===== src/rtl/image_fetch_sequencer_pkg.sv =====
// rtl/image_fetch_sequencer_pkg.sv - shared constants, state encoding and base-address helper
// Purpose: sizing constants for the stored image set, FSM state type, and the
//          image-index to base-address mapping used by the fetch sequencer,
//          the inference controller and the image memory.
package image_fetch_sequencer_pkg;

  localparam int ADDR_W     = 16;
  localparam int DATA_W     = 32;
  localparam int IMG_SIZE   = 784;
  localparam int NUM_IMAGES = 5;
  localparam int IDX_W      = 3;
  // Pixel counter must be able to hold IMG_SIZE itself ("all words fetched").
  localparam int CNT_W      = $clog2(IMG_SIZE + 1);

  typedef enum logic [1:0] {
    IDLE   = 2'd0,
    STREAM = 2'd1,
    FINISH = 2'd2
  } state_t;

  // Images are stored back to back from address 0.
  function automatic logic [ADDR_W-1:0] image_base(input logic [IDX_W-1:0] idx);
    return ADDR_W'(idx) * ADDR_W'(IMG_SIZE);
  endfunction

endpackage


===== src/rtl/image_fetch_sequencer_if.sv =====
// rtl/image_fetch_sequencer_if.sv - image memory read bus plus pixel stream handshake
// Purpose: bundles the memory address/data pair and the valid/ready pixel stream.
// Signals: mem_addr (to memory), mem_data (combinational read data),
//          out_data/out_valid/out_last (pixel beat), out_ready (downstream accept).
// Modports: master = fetch sequencer, slave = memory + downstream stage.
interface image_fetch_sequencer_if;
  import image_fetch_sequencer_pkg::*;

  logic        [ADDR_W-1:0] mem_addr;
  logic signed [DATA_W-1:0] mem_data;
  logic signed [DATA_W-1:0] out_data;
  logic                     out_valid;
  logic                     out_ready;
  logic                     out_last;

  modport master (
    output mem_addr,
    input  mem_data,
    output out_data,
    output out_valid,
    output out_last,
    input  out_ready
  );

  modport slave (
    input  mem_addr,
    output mem_data,
    input  out_data,
    input  out_valid,
    input  out_last,
    output out_ready
  );

endinterface


===== src/rtl/image_fetch_sequencer_addr_gen.sv =====
// rtl/image_fetch_sequencer_addr_gen.sv - image base computation and address/count stepping
// Purpose: holds the registered memory address and the per-frame pixel count.
// Ports: clk, reset (sync, active-high); load + idx start a frame at the image
//        base; advance steps address and count by one; addr, count are the
//        registers; is_last flags the final pixel index, all_fetched flags
//        that every pixel of the frame has been read.
module image_addr_gen
  import image_fetch_sequencer_pkg::*;
(
  input  logic              clk,
  input  logic              reset,
  input  logic              load,
  input  logic [IDX_W-1:0]  idx,
  input  logic              advance,
  output logic [ADDR_W-1:0] addr,
  output logic [CNT_W-1:0]  count,
  output logic              is_last,
  output logic              all_fetched
);

  always_ff @(posedge clk) begin
    if (reset) begin
      addr  <= '0;
      count <= '0;
    end else if (load) begin
      addr  <= image_base(idx);
      count <= '0;
    end else if (advance) begin
      addr  <= addr + ADDR_W'(1);
      count <= count + CNT_W'(1);
    end
  end

  assign is_last     = (count == CNT_W'(IMG_SIZE - 1));
  assign all_fetched = (count == CNT_W'(IMG_SIZE));

endmodule


===== src/rtl/image_fetch_sequencer.sv =====
// rtl/image_fetch_sequencer.sv - streams one stored image from memory to the datapath
// Purpose: on start, reads IMG_SIZE words of image img_idx and presents them as
//          a valid/ready pixel stream, flagging the final pixel and pulsing done.
// Ports: clk, reset (sync, active-high); start/img_idx request a frame (IDLE only);
//        abort drops the current frame; bus is the memory + stream interface;
//        busy = not IDLE; done = one-cycle pulse after last beat; err = one-cycle
//        pulse on start with an out-of-range index.
module image_fetch_sequencer
  import image_fetch_sequencer_pkg::*;
(
  input  logic                        clk,
  input  logic                        reset,
  input  logic                        start,
  input  logic [IDX_W-1:0]            img_idx,
  input  logic                        abort,
  image_fetch_sequencer_if.master     bus,
  output logic                        busy,
  output logic                        done,
  output logic                        err
);

  state_t                   state;
  logic signed [DATA_W-1:0] out_data_q;
  logic                     out_valid_q;
  logic                     out_last_q;

  logic [CNT_W-1:0]         count;
  logic                     is_last;
  logic                     all_fetched;
  logic                     idx_ok;
  logic                     slot_free;
  logic                     last_accepted;
  logic                     load;
  logic                     fetch;

  assign idx_ok        = (int'(img_idx) < NUM_IMAGES);
  // The output register can take a new word if empty or being drained this cycle.
  assign slot_free     = !out_valid_q || bus.out_ready;
  assign last_accepted = out_valid_q && bus.out_ready && out_last_q;
  assign load          = (state == IDLE) && start && idx_ok;
  assign fetch         = (state == STREAM) && !abort && slot_free && !all_fetched;

  image_addr_gen u_addr_gen (
    .clk         (clk),
    .reset       (reset),
    .load        (load),
    .idx         (img_idx),
    .advance     (fetch),
    .addr        (bus.mem_addr),
    .count       (count),
    .is_last     (is_last),
    .all_fetched (all_fetched)
  );

  always_ff @(posedge clk) begin
    if (reset) begin
      state       <= IDLE;
      out_data_q  <= '0;
      out_valid_q <= 1'b0;
      out_last_q  <= 1'b0;
      busy        <= 1'b0;
      done        <= 1'b0;
      err         <= 1'b0;
    end else begin
      done <= 1'b0;
      err  <= 1'b0;
      case (state)
        IDLE: begin
          if (start) begin
            if (idx_ok) begin
              state <= STREAM;
              busy  <= 1'b1;
            end else begin
              err <= 1'b1;
            end
          end
        end
        STREAM: begin
          if (abort) begin
            state       <= IDLE;
            busy        <= 1'b0;
            out_valid_q <= 1'b0;
            out_last_q  <= 1'b0;
          end else if (last_accepted) begin
            state       <= FINISH;
            out_valid_q <= 1'b0;
            out_last_q  <= 1'b0;
            done        <= 1'b1;
          end else if (slot_free) begin
            if (!all_fetched) begin
              out_data_q  <= bus.mem_data;
              out_valid_q <= 1'b1;
              out_last_q  <= is_last;
            end else begin
              out_valid_q <= 1'b0;
              out_last_q  <= 1'b0;
            end
          end
        end
        FINISH: begin
          state <= IDLE;
          busy  <= 1'b0;
        end
        default: begin
          state       <= IDLE;
          busy        <= 1'b0;
          out_valid_q <= 1'b0;
          out_last_q  <= 1'b0;
        end
      endcase
    end
  end

  assign bus.out_data  = out_data_q;
  assign bus.out_valid = out_valid_q;
  assign bus.out_last  = out_last_q;

endmodule

===== src/flat_wrapper.sv =====
// flat-port wrapper written by rule: the top's interface ports become plain ports
module image_fetch_sequencer_flat import image_fetch_sequencer_pkg::*;
  (clk, reset, start, img_idx, abort, busy, done, err, bus_mem_addr, bus_mem_data, bus_out_data, bus_out_valid, bus_out_last, bus_out_ready);
  image_fetch_sequencer_if bus_i ();
  input  logic clk;
  input  logic reset;
  input  logic start;
  input  logic [IDX_W-1:0] img_idx;
  input  logic abort;
  output logic busy;
  output logic done;
  output logic err;
  output wire logic [$bits(bus_i.mem_addr)-1:0] bus_mem_addr;
  input wire logic [$bits(bus_i.mem_data)-1:0] bus_mem_data;
  output wire logic [$bits(bus_i.out_data)-1:0] bus_out_data;
  output wire logic [$bits(bus_i.out_valid)-1:0] bus_out_valid;
  output wire logic [$bits(bus_i.out_last)-1:0] bus_out_last;
  input wire logic [$bits(bus_i.out_ready)-1:0] bus_out_ready;
  assign bus_mem_addr = bus_i.mem_addr;
  assign bus_i.mem_data = bus_mem_data;
  assign bus_out_data = bus_i.out_data;
  assign bus_out_valid = bus_i.out_valid;
  assign bus_out_last = bus_i.out_last;
  assign bus_i.out_ready = bus_out_ready;
  image_fetch_sequencer u_core (.clk(clk), .reset(reset), .start(start), .img_idx(img_idx), .abort(abort), .bus(bus_i), .busy(busy), .done(done), .err(err));
endmodule

===== config.mk =====
export PLATFORM = sky130hd
export DESIGN_NAME = image_fetch_sequencer_flat
export DESIGN_NICKNAME = d
export VERILOG_FILES = /design/src/rtl/image_fetch_sequencer_pkg.sv /design/src/rtl/image_fetch_sequencer_if.sv /design/src/rtl/image_fetch_sequencer_addr_gen.sv /design/src/rtl/image_fetch_sequencer.sv /design/src/flat_wrapper.sv
export SDC_FILE = /design/constraint.sdc
export NUM_CORES = 1
export LEC_CHECK = 0
export ABC_CLOCK_PERIOD_IN_PS = 4300
export BUFFER_PORTS_ARGS = -buffer_cell sky130_fd_sc_hd__buf_2
export CORE_MARGIN = 4
export CORE_UTILIZATION = 54
export DETAILED_ROUTE_END_ITERATION = 10
export PLACE_DENSITY = 0.84
export SLEW_MARGIN = 20
export SYNTH_ARGS = -nofsm -noshare
export SYNTH_HDL_FRONTEND = slang
export SYNTH_SLANG_ARGS = --single-unit

===== constraint.sdc =====
create_clock -name clk -period 4.3 [get_ports clk]
set_clock_uncertainty 0.05 [all_clocks]
set_input_delay 0.215 -clock clk [delete_from_list [all_inputs] [get_ports clk]]
set_output_delay 0.215 -clock clk [all_outputs]
set_load 0.02 [all_outputs]

; After elaboration in Yosys (flattened, before gate mapping)
; Index checks and enable logic that the tools add are counted.
[word_totals]
reg_bits = 65
latch_bits = 0
ram_bits = 0
rom_bits = 0
inputBits = 40
output_inout_bits = 53
elab_cells = 74
memories = 0
[classes]
n_addsub = 2
n_mul = 1
n_div = 0
n_lt_le_gt_ge = 1
eq_ne = 9
shift = 0
mux = 23
bitwise = 7
reduce_logical = 21
[ops]
columns = op, n
row1 = $mux 13, 2
row2 = $eq 10x10->1 const B, 2
row3 = $add 16x1->16 const B, 1
row4 = $mux 1, 13
row5 = $add 10x1->10 const B, 1
row6 = $mul 3x6->9 const B, 1
row7 = $mux 2, 4
row8 = $logic_and 1x1->1, 7
row9 = $not 1->1, 7
row10 = $pmux 1 s2, 3
row11 = $reduce_and 3->1, 2
row12 = $reduce_or 3->1, 2
row13 = $reduce_and 5->1, 1
row14 = $ne 2x2->1 const B, 2
row15 = $ne 4x2->1 const B, 1
row16 = $pmux 2 s2, 1
row17 = $reduce_or 2->1, 2
row18 = $logic_not 1->1, 3
row19 = $lt 3x3->1 const B, 1
row20 = $ne 3x2->1 const B, 1
row21 = $eq 2x1->1 const B, 1
row22 = $eq 2x2->1 const B, 1
row23 = $logic_not 2->1, 1
row24 = $ne 2x1->1 const B, 1
row25 = 3 further kinds, 3

; Depth between registers and ports, before layout
[logic_depth]
depth_word = 6
depth_mapped = 9
mapped_depth_nobuf = 7

; By module
; From an unflattened synthesis, not the netlist that was laid out.
[unflattened]
cells_unflattened = 331
area_unflattened_um2 = 2950.3
[by_module_without_submodules]
columns = module, instances, cells_per_inst, area_per_inst_um2, seq_area_each_um2
row1 = image_fetch_sequencer, 1, 173, 1569.0, 780.7
row2 = image_addr_gen, 1, 158, 1381.3, 520.5

; Worst setup path after synthesis
; OpenSTA, ideal clock, no wires.
[synth_timing]
path_kind = register to register
startpoint = reg u_core.u_addr_gen.addr[0]
endpoint = reg u_core.u_addr_gen.addr[12]
setup_ns = 0.070
arrival_time_ns = 1.824
required_time_ns = 4.180
setup_slack_ns = 2.357
path_stages_with_launch = 7
n_path_buf = 0
synth_period_minus_slack_ns = 1.943
cell_sequence = dfxtp_1 > ha_1 > nand3_1 > nor3_1 > nand2_1 > or4_1 > a21oi_1
[synth_between]
elab_chain_cells = 3
[synth_lines]
columns = item, line
row1 = start: declaration, image_fetch_sequencer_addr_gen.sv:15  ; output logic [ADDR_W-1:0] addr,
row2 = start signal: assignment, image_fetch_sequencer_addr_gen.sv:26  ; addr <= image_base(idx);
row3 = start signal: assignment, image_fetch_sequencer_addr_gen.sv:29  ; addr <= addr + ADDR_W'(1);
row4 = $add 16x1->16, image_fetch_sequencer_addr_gen.sv:29
row5 = $mux 13, image_fetch_sequencer_addr_gen.sv:28  ; end else if (advance) begin
row6 = $mux 13, image_fetch_sequencer_addr_gen.sv:25  ; end else if (load) begin
; Every way passes these cells. The select of a mux whose other input is x is not followed.
; A chain may end at the register's enable or synchronous reset.

; Worst setup path after layout
[layout_timing]
startpoint = reg u_core.state[0]
endpoint = reg u_core.u_addr_gen.addr[10]
[layout_between]
elab_chain_cells = 5
elab_cells_between_ends = 9
classes_between = eq/ne: 1 / mux: 1 / reduce/logical: 7
[layout_lines]
columns = item, line
row1 = start: declaration, image_fetch_sequencer.sv:22  ; state_t state;
row2 = start signal: assignment, image_fetch_sequencer.sv:57  ; state <= IDLE;
row3 = start signal: assignment, image_fetch_sequencer.sv:71  ; state <= STREAM;
row4 = start signal: assignment, image_fetch_sequencer.sv:80  ; state <= IDLE;
row5 = $eq 2x1->1, image_fetch_sequencer.sv:41  ; assign fetch = (state == STREAM) && !abort && slot_free && !all_fetched;
row6 = $logic_and 1x1->1 (3 in a row), image_fetch_sequencer.sv:41
row7 = $reduce_bool 2->1 (no line), n/a
; Parallel ways exist; a longest one is shown, timed or not.

==> flow_summary_export.csv <==
group,metric,value,unit
synth,synthDominantCellAreaShare,46.8,%
clock_tree,cts_resized,0,
floorplan,pin_count,93,
power_and_ir_drop,p_leak,1.43,nW
layout,antenna_cells_inserted,0,
placed_design,hpwl,4.99,mm
layout,area_growth,25.0,%
setup_path,critPathCaptureType,"flip-flop",
setup_path,reg2reg_depth,5,
floorplan,die_h,79.8,µm
clock_tree,path_clk_slew,0.08,ns
timing,finalSetupTns,0,ns
setup_path,worstReg2RegEnd,"u_core.u_addr_gen.addr[10]",
setup_path,cp_num_buf_inv,0,
worst_hold_path,min_to,"u_core.bus.out_data[15]",
drt,postRouteAntennaNets,0,
timing,slew_headroom,44.9,%
setup_path,required,4.44,ns
timing,drv_slew,0,
synth,synth.avg_cell_area,8.04,µm²
setup_path,cpLargestDelayFamily,"simple AND/OR/NAND/NOR gates",
global_routing,grt.total_usage,23.3,%
clock_tree,htreeDepth,3,
drt,post-route-drc-count,0,
drt,first_iter_violations,142,
drt,vias,2714,
drt,avgViaCountPerCell,5.37,
timing,clock.fmax,401,MHz
synth,yosys_warnings,0,
floorplan,start_util,57.4,%
timing,layout_min_cycle_time,2.49,ns
worst_hold_path,hold_path_depth,3,
timing,setup_viol,0,
setup_path,worst-path-max-fanout,11,
synth,ys_seq_elements,65,
placed_design,place_congestion,0.850,
clock_tree,cts_tree,"built",
synth,ys_seq_area_share,46.8,%
synth,syn_nets,394,
worst_hold_path,min_path_type,"input pin to flip-flop",
global_routing,grt_max_degree,48,
setup_path,critPathLaunchType,"flip-flop",
power_and_ir_drop,p_per_area,382,nW/µm²
flow_run,maxCapViolations,0,
timing,worst_slew_pin_slew,0.827,ns
setup_path,slowest_stage,"nor2_1",
clock_tree,cts_num_sinks,65,
clock_tree,post_cts_buffers,0,
clock_tree,cts_root_buffer,"clkbuf_8",
global_routing,grt_overflow,0,
synth,synth_cell_types,36,
clock_tree,cts_hold_buf,0,
worst_hold_path,min_from,"bus_mem_data[15]",
drt,firstDrtPassIters,4,
timing,hold_viol,0,
layout,nNetsFinal,481,
global_routing,grt_pass1_vias,2474,
floorplan,die_area,6360,µm²
layout,layout-drive-gt1-share,25.8,%
timing,min_period_over_period,58.0,%
synth,postSynthCellCount,346,
setup_path,cp_cell_sequence,"nor3b_1 -> o21ai_1 -> nor2_1 -> a2bb2oi_1 -> a31oi_1",
clock_tree,worstSkewPairLatency,0.34,ns
outcome,status,"finished, final reports clean",
drt,wirelength,7.22,mm
synth,synth.cell_area,2780,µm²
synth,yosys.area.top_type,"dfxtp_1",
global_routing,grt_pass1_wl,11.6,mm
floorplan,floorplan.rows,25,
floorplan,die_width,79.8,µm
setup_path,cp.arrival,2.63,ns
timing,rsz0062_at_grt,"no",
setup_path,cpPeakStageDelay,0.72,ns
floorplan,core-area,4850,µm²
setup_path,crit_type,"flip-flop to flip-flop",
power_and_ir_drop,ir_worst_vdd,0.000226,V
clock_tree,numCtsBuffers,9,
setup_path,r2r-start,"u_core.state[0]",
setup_path,r2r_slack,1.81,ns
placed_design,io_buffers,92,
synth,synth_top_cells_by_area,"dfxtp_1 (47%), nand2_1 (11%), a21oi_1 (8.1%)",
layout,final_core_util,71.7,%
global_routing,antenna_found_initial,0,
drt,wire_per_inst,14.3,µm
clock_tree,clock_path_buffers,2,
layout,fillCellCount,411,
## per-stage QoR
stage          setup WS [ns]  hold WS (ns)  total power [W]  cells  instance area (µm²)
2_1_floorplan           2.36         0.301         0.000724    346                 2780
3_3_place_gp            1.84         0.388         0.000769    489                 3260
3_5_place_dp            1.70         0.394         0.000773    489                 3260
4_1_cts                 1.63        0.0494          0.00134    505                 3480
5_1_grt                 1.51        0.0500          0.00138    505                 3480
6_report                1.81        0.0498          0.00133    505                 3480
## routing by layer
metal  vias to the layer above  GRT usage (%)  share of wire (%)
met5                         -              0                  0
met4                         0           11.1                1.9
met3                        15           4.97                7.6
met2                       105           38.8                 50
met1                      1238           28.4                 41
li1                       1356              -                  -
## power breakdown
part           internal [W]  switching [W]
registers          0.000619      0.0000152
logic             0.0000456      0.0000804
clock network      0.000326       0.000241
total              0.000990       0.000337
## final cells by class
| class | count | area, µm² | area share (%) |
|---|---|---|---|
| sequential | 65 | 1300 | 37.4 |
| inverter | 9 | 33.8 | 0.972 |
| tap | 67 | 83.8 | 2.41 |
| timing repair buffer | 93 | 468 | 13.5 |
| clock inverter | 7 | 93.8 | 2.70 |
| multi-input combinational | 255 | 1370 | 39.5 |
| clock buffer | 9 | 124 | 3.56 |
## worst reg2reg max path, cell delays in order, from the launching register on
cell and delay (ns):
dfxtp_1 0.41, nor3b_1 0.45, o21ai_1 0.37, nor2_1 0.72, a2bb2oi_1 0.25, a31oi_1 0.10
## synth_stat cells
| cell | count |
|---|---|
| a211oi_1 | 1 |
| a21o_1 | 1 |
| a21oi_1 | 45 |
| a21oi_4 | 1 |
| a2bb2oi_1 | 2 |
| a31oi_1 | 6 |
| and3_1 | 2 |
| and4_1 | 2 |
| and4bb_2 | 1 |
| buf_1 | 1 |
| buf_2 | 9 |
| clkbuf_1 | 7 |
| dfxtp_1 | 65 |
| ha_1 | 8 |
| inv_1 | 9 |
| nand2_1 | 85 |
| nand2_4 | 1 |
| nand2b_1 | 2 |
| nand3_1 | 17 |
| nand3b_1 | 2 |
| nand4_1 | 6 |
| nor2_1 | 18 |
| nor3_1 | 12 |
| nor3b_1 | 2 |
| nor4_1 | 2 |
| nor4b_1 | 1 |
| o211ai_1 | 1 |
| o21a_1 | 1 |
| o21ai_0 | 9 |
| o21ai_1 | 1 |
| o31ai_1 | 2 |
| or3_1 | 6 |
| or3b_1 | 1 |
| or4_1 | 2 |
| xnor2_1 | 8 |
| xor2_1 | 7 |
## worst max path at each step
stage / start / endpoint / slack (ns) / cells after the start
detailed placement: u_core.u_addr_gen.count[0] / u_core.bus.out_data[18] / 1.70 / 7
floorplan: u_core.u_addr_gen.addr[0] / u_core.u_addr_gen.addr[12] / 2.36 / 6
CTS: u_core.u_addr_gen.count[0] / u_core.bus.out_data[20] / 1.63 / 7
global placement: u_core.u_addr_gen.count[0] / u_core.bus.out_data[10] / 1.84 / 7
global route: u_core.state[0] / u_core.u_addr_gen.addr[8] / 1.51 / 5
finish: u_core.state[0] / u_core.u_addr_gen.addr[10] / 1.81 / 5
## layout by cell type (no fill, tap or decap), types with 2 or more instances in the layout
cell type   instances
buf_2              92
xnor2_1             8
nor2_1             18
clkinvlp_4          2
ha_1                8
a21oi_1            45
and4_1              2
clkbuf_8            9
or3_1               6
clkinv_2            2
o31ai_1             2
nand3b_1            2
nand4_1             6
or4_1               2
nor4_1              2
inv_1               9
dfxtp_1            65
o21ai_0             9
a31oi_1             6
nand3_1            17
nand2b_1            2
nor3_1             12
nor3b_1             2
nand2_1            85
xor2_1              7
bufinv_16           2
a2bb2oi_1           2
## kinds of logic after synthesis
family	share of synthesized area [%]
AO/OA/AOI/OAI	14.1
XOR/XNOR	4.72
adder cells (fa/ha/maj)	3.60
buffers and inverters	3.91
flip-flops	46.8
AND/OR/NAND/NOR	26.9
## flip-flops by register name, summed over array words and instances, names as in the netlist
register,flops
u_core.bus.out_data,32
u_core.bus.out_last,1
u_core.bus.out_valid,1
u_core.busy,1
u_core.done,1
u_core.err,1
u_core.state,2
u_core.u_addr_gen.addr,16
u_core.u_addr_gen.count,10
Power figures use the tool's default switching activity.
